**config.mk**
```make
export PLATFORM = sky130hd
export DESIGN_NAME = of_unit_flat
export DESIGN_NICKNAME = d
export VERILOG_FILES = /design/src/rtl/of_pkg.sv /design/src/rtl/of_if.sv /design/src/rtl/of_regfile.sv /design/src/rtl/of_unit.sv /design/src/flat_wrapper.sv
export SDC_FILE = /design/constraint.sdc
export NUM_CORES = 2
export LEC_CHECK = 0
export ABC_AREA = 1
export CAP_MARGIN = 15
export CORE_MARGIN = 5
export CORE_UTILIZATION = 55
export DETAILED_ROUTE_END_ITERATION = 8
export PLACE_DENSITY_LB_ADDON = 0.3
export SLEW_MARGIN = 15
export SYNTH_ARGS = -nofsm -noshare
export SYNTH_HDL_FRONTEND = slang
export SYNTH_SLANG_ARGS = --single-unit
```
**constraint.sdc**
```tcl
create_clock -name clk -period 28.9 [get_ports clk]
set_input_delay 7.225 -clock clk [delete_from_list [all_inputs] [get_ports clk]]
set_output_delay 7.225 -clock clk [all_outputs]
set_load 0.05 [all_outputs]
```
**src/rtl/of_pkg.sv**
```systemverilog
// rtl/of_pkg.sv - SimpleRISC operand-fetch constants, opcodes and halt state type
package of_pkg;

    localparam int XLEN  = 32;
    localparam int NREGS = 16;

    localparam logic [XLEN-1:0] NOP_INST = 32'h6800_0000;

    localparam logic [4:0] OP_ADD = 5'b00000;
    localparam logic [4:0] OP_SUB = 5'b00001;
    localparam logic [4:0] OP_MUL = 5'b00010;
    localparam logic [4:0] OP_DIV = 5'b00011;
    localparam logic [4:0] OP_MOD = 5'b00100;
    localparam logic [4:0] OP_CMP = 5'b00101;
    localparam logic [4:0] OP_AND = 5'b00110;
    localparam logic [4:0] OP_OR  = 5'b00111;
    localparam logic [4:0] OP_NOT = 5'b01000;
    localparam logic [4:0] OP_MOV = 5'b01001;
    localparam logic [4:0] OP_LSL = 5'b01010;
    localparam logic [4:0] OP_LSR = 5'b01011;
    localparam logic [4:0] OP_ASR = 5'b01100;
    localparam logic [4:0] OP_NOP = 5'b01101;
    localparam logic [4:0] OP_LD  = 5'b01110;
    localparam logic [4:0] OP_ST  = 5'b01111;
    localparam logic [4:0] OP_RET = 5'b10100;
    localparam logic [4:0] OP_HLT = 5'b11111;

    localparam logic [1:0] MOD_SEXT = 2'b00;
    localparam logic [1:0] MOD_ZEXT = 2'b01;
    localparam logic [1:0] MOD_HIGH = 2'b10;

    typedef enum logic {
        RUN  = 1'b0,
        HALT = 1'b1
    } halt_state_t;

endpackage

```
**src/rtl/of_if.sv**
```systemverilog
// rtl/of_if.sv - IF/RW-side inputs and EX-side outputs of the operand-fetch stage
interface of_if;
    import of_pkg::*;

    logic [XLEN-1:0] inst_in;
    logic [XLEN-1:0] pc_in;
    logic            stall;
    logic            flush;
    logic            wb_en;
    logic [3:0]      wb_addr;
    logic [XLEN-1:0] wb_data;

    logic            valid_out;
    logic [XLEN-1:0] inst_out;
    logic [XLEN-1:0] pc_out;
    logic [4:0]      opcode;
    logic            is_imm;
    logic [3:0]      rd;
    logic [XLEN-1:0] op1;
    logic [XLEN-1:0] op2;
    logic [XLEN-1:0] imm;
    logic [XLEN-1:0] branch_target;
    logic            halted;

    modport slave (
        input  inst_in, pc_in, stall, flush, wb_en, wb_addr, wb_data,
        output valid_out, inst_out, pc_out, opcode, is_imm, rd,
               op1, op2, imm, branch_target, halted
    );

    modport master (
        output inst_in, pc_in, stall, flush, wb_en, wb_addr, wb_data,
        input  valid_out, inst_out, pc_out, opcode, is_imm, rd,
               op1, op2, imm, branch_target, halted
    );
endinterface

```
**src/rtl/of_regfile.sv**
```systemverilog
// rtl/of_regfile.sv - 16x32 register file, 2R/1W; OF_FORWARD_EN enables write-through bypass
module of_regfile
    import of_pkg::*;
(
    input  logic            clk,
    input  logic            rst,
    input  logic            i_we,
    input  logic [3:0]      i_waddr,
    input  logic [XLEN-1:0] i_wdata,
    input  logic [3:0]      i_raddr1,
    input  logic [3:0]      i_raddr2,
    output logic [XLEN-1:0] o_rdata1,
    output logic [XLEN-1:0] o_rdata2
);

    logic [XLEN-1:0] r_regs [NREGS];

    always_ff @(posedge clk or posedge rst) begin
        if (rst) begin
            for (int i = 0; i < NREGS; i++) begin
                r_regs[i] <= '0;
            end
        end else if (i_we) begin
            r_regs[i_waddr] <= i_wdata;
        end
    end

`ifdef OF_FORWARD_EN
    assign o_rdata1 = (i_we && (i_waddr == i_raddr1)) ? i_wdata : r_regs[i_raddr1];
    assign o_rdata2 = (i_we && (i_waddr == i_raddr2)) ? i_wdata : r_regs[i_raddr2];
`else
    assign o_rdata1 = r_regs[i_raddr1];
    assign o_rdata2 = r_regs[i_raddr2];
`endif

endmodule

```
**src/rtl/of_unit.sv**
```systemverilog
// rtl/of_unit.sv - SimpleRISC operand-fetch stage: IF/OF latch, decode, regfile, halt FSM
// Optional OF_FORWARD_EN selects regfile write-through bypass.
module of_unit
    import of_pkg::*;
(
    input  logic clk,
    input  logic rst,
    of_if.slave  bus
);

    localparam logic [0:0] ST_RUN  = 1'(RUN);
    localparam logic [0:0] ST_HALT = 1'(HALT);

    logic [XLEN-1:0] r_inst;
    logic [XLEN-1:0] r_pc;
    logic            r_valid;
    logic [0:0]      r_state;

    logic [4:0]      w_opcode;
    logic [3:0]      w_rd;
    logic [3:0]      w_rs1;
    logic [3:0]      w_rs2;
    logic [3:0]      w_raddr1;
    logic [3:0]      w_raddr2;
    logic [1:0]      w_mod;
    logic [XLEN-1:0] w_imm;

    // Flush beats stall; in HALT only a flush may touch the latch and it never clears HALT.
    always_ff @(posedge clk or posedge rst) begin
        if (rst) begin
            r_inst  <= NOP_INST;
            r_pc    <= '0;
            r_valid <= 1'b0;
            r_state <= ST_RUN;
        end else if (bus.flush) begin
            r_inst  <= NOP_INST;
            r_valid <= 1'b0;
        end else if ((r_state == ST_RUN) && !bus.stall) begin
            r_inst  <= bus.inst_in;
            r_pc    <= bus.pc_in;
            r_valid <= 1'b1;
            if (bus.inst_in[31:27] == OP_HLT) begin
                r_state <= ST_HALT;
            end
        end
    end

    assign w_opcode = r_inst[31:27];
    assign w_rd     = r_inst[25:22];
    assign w_rs1    = r_inst[21:18];
    assign w_rs2    = r_inst[17:14];
    assign w_mod    = r_inst[17:16];

    // ret takes its return address from r15; st stores the value held in rd.
    assign w_raddr1 = (w_opcode == OP_RET) ? 4'd15 : w_rs1;
    assign w_raddr2 = (w_opcode == OP_ST)  ? w_rd  : w_rs2;

    always_comb begin
        w_imm = {{16{r_inst[15]}}, r_inst[15:0]};
        case (w_mod)
            MOD_ZEXT: w_imm = {16'b0, r_inst[15:0]};
            MOD_HIGH: w_imm = {r_inst[15:0], 16'b0};
            default:  w_imm = {{16{r_inst[15]}}, r_inst[15:0]};
        endcase
    end

    of_regfile u_regfile (
        .clk      (clk),
        .rst      (rst),
        .i_we     (bus.wb_en),
        .i_waddr  (bus.wb_addr),
        .i_wdata  (bus.wb_data),
        .i_raddr1 (w_raddr1),
        .i_raddr2 (w_raddr2),
        .o_rdata1 (bus.op1),
        .o_rdata2 (bus.op2)
    );

    assign bus.valid_out     = r_valid;
    assign bus.inst_out      = r_inst;
    assign bus.pc_out        = r_pc;
    assign bus.opcode        = w_opcode;
    assign bus.is_imm        = r_inst[26];
    assign bus.rd            = w_rd;
    assign bus.imm           = w_imm;
    assign bus.branch_target = r_pc + {{5{r_inst[26]}}, r_inst[26:0]};
    assign bus.halted        = (r_state == ST_HALT);

endmodule

```
**src/flat_wrapper.sv**
```systemverilog
// flat-port wrapper written by rule: the top's interface ports become plain ports
module of_unit_flat import of_pkg::*;
  (clk, rst, bus_inst_in, bus_pc_in, bus_stall, bus_flush, bus_wb_en, bus_wb_addr, bus_wb_data, bus_valid_out, bus_inst_out, bus_pc_out, bus_opcode, bus_is_imm, bus_rd, bus_op1, bus_op2, bus_imm, bus_branch_target, bus_halted);
  of_if bus_i ();
  input  logic clk;
  input  logic rst;
  input wire logic [$bits(bus_i.inst_in)-1:0] bus_inst_in;
  input wire logic [$bits(bus_i.pc_in)-1:0] bus_pc_in;
  input wire logic [$bits(bus_i.stall)-1:0] bus_stall;
  input wire logic [$bits(bus_i.flush)-1:0] bus_flush;
  input wire logic [$bits(bus_i.wb_en)-1:0] bus_wb_en;
  input wire logic [$bits(bus_i.wb_addr)-1:0] bus_wb_addr;
  input wire logic [$bits(bus_i.wb_data)-1:0] bus_wb_data;
  output wire logic [$bits(bus_i.valid_out)-1:0] bus_valid_out;
  output wire logic [$bits(bus_i.inst_out)-1:0] bus_inst_out;
  output wire logic [$bits(bus_i.pc_out)-1:0] bus_pc_out;
  output wire logic [$bits(bus_i.opcode)-1:0] bus_opcode;
  output wire logic [$bits(bus_i.is_imm)-1:0] bus_is_imm;
  output wire logic [$bits(bus_i.rd)-1:0] bus_rd;
  output wire logic [$bits(bus_i.op1)-1:0] bus_op1;
  output wire logic [$bits(bus_i.op2)-1:0] bus_op2;
  output wire logic [$bits(bus_i.imm)-1:0] bus_imm;
  output wire logic [$bits(bus_i.branch_target)-1:0] bus_branch_target;
  output wire logic [$bits(bus_i.halted)-1:0] bus_halted;
  assign bus_i.inst_in = bus_inst_in;
  assign bus_i.pc_in = bus_pc_in;
  assign bus_i.stall = bus_stall;
  assign bus_i.flush = bus_flush;
  assign bus_i.wb_en = bus_wb_en;
  assign bus_i.wb_addr = bus_wb_addr;
  assign bus_i.wb_data = bus_wb_data;
  assign bus_valid_out = bus_i.valid_out;
  assign bus_inst_out = bus_i.inst_out;
  assign bus_pc_out = bus_i.pc_out;
  assign bus_opcode = bus_i.opcode;
  assign bus_is_imm = bus_i.is_imm;
  assign bus_rd = bus_i.rd;
  assign bus_op1 = bus_i.op1;
  assign bus_op2 = bus_i.op2;
  assign bus_imm = bus_i.imm;
  assign bus_branch_target = bus_i.branch_target;
  assign bus_halted = bus_i.halted;
  of_unit u_core (.clk(clk), .rst(rst), .bus(bus_i));
endmodule
```
==> impl_results.html <==
<table>
<tr><th>Metric</th><th>Value</th></tr>
<tr><th colspan="2">GRT</th></tr>
<tr><td>Global Route Usage Sum</td><td>0.362</td></tr>
<tr><td>Antenna violations before repair</td><td>8</td></tr>
<tr><td>Number of global-route vias before repair</td><td>34200</td></tr>
<tr><td>Congestion Overflow GR</td><td>0</td></tr>
<tr><td>Pin count of the biggest net entering global routing</td><td>165</td></tr>
<tr><td>Wire length of the first global-routing pass</td><td>196000 um</td></tr>
<tr><th colspan="2">Yosys</th></tr>
<tr><td>Sequential cell area fraction in the yosys report</td><td>0.414</td></tr>
<tr><td>Yosys top cell area share</td><td>0.412</td></tr>
<tr><td>Number of distinct library cell variants in the gate-level netlist after synthesis</td><td>35</td></tr>
<tr><td>Yosys reg bits</td><td>578</td></tr>
<tr><td>Dominant register cell in the synthesized netlist</td><td>sky130_fd_sc_hd__dfrtp_1</td></tr>
<tr><td>Most area-hungry cell type in the Yosys netlist</td><td>sky130_fd_sc_hd__dfrtp_1</td></tr>
<tr><td>Top cells by instance count after synthesis</td><td>sky130_fd_sc_hd__nand2_1 (1573), sky130_fd_sc_hd__nand3_1 (1094), sky130_fd_sc_hd__inv_1 (638), sky130_fd_sc_hd__dfrtp_1 (575), sky130_fd_sc_hd__o21ai_0 (545)</td></tr>
<tr><td>Post-Syn Nets</td><td>5325</td></tr>
<tr><td>Leading cell types by total area after synthesis</td><td>sky130_fd_sc_hd__dfrtp_1 (41%), sky130_fd_sc_hd__nand2_1 (17%), sky130_fd_sc_hd__nand3_1 (16%)</td></tr>
<tr><td>Asr flop ratio synth</td><td>1.00</td></tr>
<tr><td>Most common cell in the synthesized netlist</td><td>sky130_fd_sc_hd__nand2_1</td></tr>
<tr><td>Synthesized area divided by synthesized cell count</td><td>6.74 um^2</td></tr>
<tr><td>Count of synthesis-stage warnings from yosys</td><td>0</td></tr>
<tr><td>Total standard cell area after synthesis</td><td>0.0349 mm^2</td></tr>
<tr><td>Post-synth EDFFs</td><td>0</td></tr>
<tr><td>Synthesized instance count</td><td>5186</td></tr>
<tr><th colspan="2">Finish</th></tr>
<tr><td>Relative area change from synthesis to final layout</td><td>15.1%</td></tr>
<tr><td>Layout net count</td><td>5351</td></tr>
<tr><td>Sequential standard cell area</td><td>0.0145 mm^2</td></tr>
<tr><td>Combined area of the multi-input logic cells</td><td>0.0166 mm^2</td></tr>
<tr><td>Final core utilization</td><td>0.639</td></tr>
<tr><td>Share of cells above drive strength 1</td><td>0.0388</td></tr>
<tr><td># fillers</td><td>5605</td></tr>
<tr><th colspan="2">Clocking</th></tr>
<tr><td>CTS tree</td><td>yes</td></tr>
<tr><td>Clock Path Buffers</td><td>3</td></tr>
<tr><td>Number of hold buffers added after cts</td><td>0</td></tr>
<tr><td>Number of buffers created by CTS</td><td>61</td></tr>
<tr><td>Number of buffers inserted by post-CTS setup repair</td><td>0</td></tr>
<tr><td>Root Buffer Master</td><td>sky130_fd_sc_hd__clkbuf_16</td></tr>
<tr><td>Clock H-tree levels</td><td>2</td></tr>
<tr><td>Count of instances resized after the clock tree is built</td><td>0</td></tr>
<tr><td>Clk pin slew, worst setup/hold paths</td><td>70 ps</td></tr>
<tr><td>Worst skew pair latency</td><td>640 ps</td></tr>
<tr><td>Number of sinks handled by clock tree synthesis</td><td>578</td></tr>
<tr><th colspan="2">Setup path</th></tr>
<tr><td>Data arrival at the endpoint of the critical path</td><td>5560 ps</td></tr>
<tr><td>Startpoint kind of the worst setup timing path</td><td>flop</td></tr>
<tr><td>Critical path required time</td><td>21670 ps</td></tr>
<tr><td>Critical setup path kind</td><td>reg2out</td></tr>
<tr><td>Slowest cell on crit path</td><td>sky130_fd_sc_hd__nand2_4</td></tr>
<tr><td>Largest fanout of any net on the critical path</td><td>84</td></tr>
<tr><td>CP Capture Type</td><td>output pin</td></tr>
<tr><td>Crit-path cells</td><td>nand2_1, inv_1, nand3_4, nand2_4, buf_4, nand2_1, nand3_1, nand3_1, nand3_1, nand2_1, clkdlybuf4s50_1</td></tr>
<tr><td>Largest incremental delay on the critical path</td><td>1050 ps</td></tr>
<tr><th colspan="2">Timing</th></tr>
<tr><td>Final-report hold violation count</td><td>0</td></tr>
<tr><td>Skew final</td><td>6.11 ps</td></tr>
<tr><td>Number of setup violations in the final report</td><td>0</td></tr>
<tr><td>Fmax</td><td>78.2 MHz</td></tr>
<tr><td>Setup repair after global routing missed its margin</td><td>no</td></tr>
<tr><td>Setup total negative slack</td><td>0 ps</td></tr>
<tr><td>Part of the cycle the worst path needs</td><td>0.442</td></tr>
<tr><td>Count of pins over their slew limit</td><td>0</td></tr>
<tr><td>Worst slew margin relative to its limit</td><td>0.139</td></tr>
<tr><td>Tightest Pin Transition</td><td>1290 ps</td></tr>
<tr><td>Final period demand of the worst path</td><td>12790 ps</td></tr>
<tr><th colspan="2">Floorplan</th></tr>
<tr><td>Vertical die dimension</td><td>262 um</td></tr>
<tr><td>Total number of placement rows</td><td>92</td></tr>
<tr><td>Initial standard-cell utilization of the core</td><td>0.555</td></tr>
<tr><td>Die W</td><td>262 um</td></tr>
<tr><td>Total core area</td><td>0.0630 mm^2</td></tr>
<tr><td>Number of top-level design ports</td><td>309</td></tr>
<tr><td>Die footprint</td><td>0.0687 mm^2</td></tr>
<tr><th colspan="2">Worst hold path</th></tr>
<tr><td>Worst min-delay path category</td><td>reg2reg</td></tr>
<tr><th colspan="2">Routing</th></tr>
<tr><td>Initial DRC Count</td><td>5311</td></tr>
<tr><td>Wire length per cell</td><td>21.0 um</td></tr>
<tr><td>Via count</td><td>37100</td></tr>
<tr><td>Number of nets still failing antenna checks after routing</td><td>0</td></tr>
<tr><td>Average vias per placed instance</td><td>6.06</td></tr>
<tr><td>Pre-Repair DR Iteration Count</td><td>7</td></tr>
<tr><td>Number of design rule violations left after detail routing</td><td>0</td></tr>
<tr><td>Total wire length</td><td>129000 um</td></tr>
<tr><th colspan="2">Power and ir drop</th></tr>
<tr><td>Power Density</td><td>73.4 mW/mm^2</td></tr>
<tr><td>Reported leakage power</td><td>20.0 nW</td></tr>
<tr><td>Largest vdd supply drop</td><td>48.8 uV</td></tr>
<tr><th colspan="2">Placed design</th></tr>
<tr><td>Buffers added on ports</td><td>308</td></tr>
<tr><td>Sum of net half-perimeters after detailed placement</td><td>71300 um</td></tr>
<tr><td>Global placement routability congestion</td><td>0.949</td></tr>
<tr><th colspan="2">Status</th></tr>
<tr><td>Status</td><td>complete, no violations</td></tr>
<tr><th colspan="2">Flow run</th></tr>
<tr><td>Count of maximum capacitance violations</td><td>0</td></tr>
</table>
-- sequential cells by signal, summed over array words and instances, names as in the netlist --
register / count
u_core.u_regfile.r_regs: 512
u_core.bus.inst_out: 32
u_core.bus.halted: 1
u_core.bus.pc_out: 32
u_core.bus.valid_out: 1
-- final timing paths --
path	startpoint	end	slack, ps	cells past startpoint
hold / removal	u_core.u_regfile.r_regs[178]	u_core.u_regfile.r_regs[178]	480	2
max in group asynchronous	rst	u_core.u_regfile.r_regs[15]	18790	5
hold reg to reg	u_core.u_regfile.r_regs[178]	u_core.u_regfile.r_regs[178]	480	2
setup / recovery	u_core.bus.inst_out[27]	bus_op2[11]	16110	11
min in group asynchronous	rst	u_core.u_regfile.r_regs[223]	7110	2
setup reg to reg	u_core.bus.halted	u_core.bus.inst_out[13]	26550	7
-- per-layer routing --
| layer | vias to the layer above | share of wire | track usage | routed length, um |
|---|---|---|---|---|
| li1 | 16700 | - | - | - |
| met1 | 17100 | 0.38 | 0.489 | 49000 |
| met2 | 2658 | 0.42 | 0.552 | 54500 |
| met3 | 552 | 0.14 | 0.0888 | 17700 |
| met4 | 10 | 0.056 | 0.173 | 7140 |
| met5 | - | 0.0014 | 0 | 183 |
-- cell usage in the layout, fill, tap and decap left out, types with 5 or more instances in the layout --
cell type                         netlist  routed
sky130_fd_sc_hd__a21oi_1              131     131
sky130_fd_sc_hd__buf_4                 13      49
sky130_fd_sc_hd__bufinv_16              0      10
sky130_fd_sc_hd__clkbuf_16              0      62
sky130_fd_sc_hd__clkbuf_8               0      11
sky130_fd_sc_hd__clkdlybuf4s50_1        0     308
sky130_fd_sc_hd__clkinv_2               0      13
sky130_fd_sc_hd__dfrtp_1              575     575
sky130_fd_sc_hd__diode_2                0       5
sky130_fd_sc_hd__ha_1                  33      33
sky130_fd_sc_hd__inv_1                638     635
sky130_fd_sc_hd__inv_2                  4       5
sky130_fd_sc_hd__inv_6                  0       7
sky130_fd_sc_hd__nand2_1             1573    1560
sky130_fd_sc_hd__nand2_2                2       8
sky130_fd_sc_hd__nand2_4                0       5
sky130_fd_sc_hd__nand3_1             1094    1087
sky130_fd_sc_hd__nand3_2                1       6
sky130_fd_sc_hd__nand4_1                9       9
sky130_fd_sc_hd__nor2_1                65      63
sky130_fd_sc_hd__nor3_1                11      11
sky130_fd_sc_hd__o2111ai_1             32      32
sky130_fd_sc_hd__o21ai_0              545     545
sky130_fd_sc_hd__o21ai_1               33      30
sky130_fd_sc_hd__xor2_1                18      18
-- cell type report --
cell class,count,share of cell area
antenna,5,0.000311
clock buffer,76,0.0426
clock inverter,37,0.0123
inverter,643,0.0604
multi-input combinational,3570,0.412
sequential,578,0.360
tap,846,0.0263
timing repair buffer,358,0.0863
-- metrics by stage --
step	hold WS, ps	setup slack, ps	total power, mW	instance area (um^2)	cells
6_report	482	16110	2.95	40200	6113
3_5_place_dp	472	17040	2.07	38000	5995
4_1_cts	487	16340	2.94	40200	6108
5_1_grt	499	15990	3.10	40200	6110
2_1_floorplan	453	5510	1.77	34900	5186
3_3_place_gp	465	17090	2.05	38000	5994
-- where the power goes --
group,leakage [nW],switching (mW),internal [mW],total (mW)
logic,11.6,0.699,0.322,1.02
registers,7.28,0.0925,0.968,1.06
clock network,1.09,0.359,0.512,0.871
-- kinds of logic after synthesis --
logic type | after synthesis | share of synthesized area
compound gates | 756 | 0.113
xor+xnor | 19 | 0.00476
fa+ha+maj | 34 | 0.0124
buf+inv | 1038 | 0.117
flops | 578 | 0.414
simple gates | 2761 | 0.339
-- critical path: cells and delay by family (launching register included) --
kind	cells	cell delay [ps]
buffers and inverters	3	1900
DFF	1	570
and+or+nand+nor	8	2270
No activity file was read; power rests on OpenSTA's default activity.
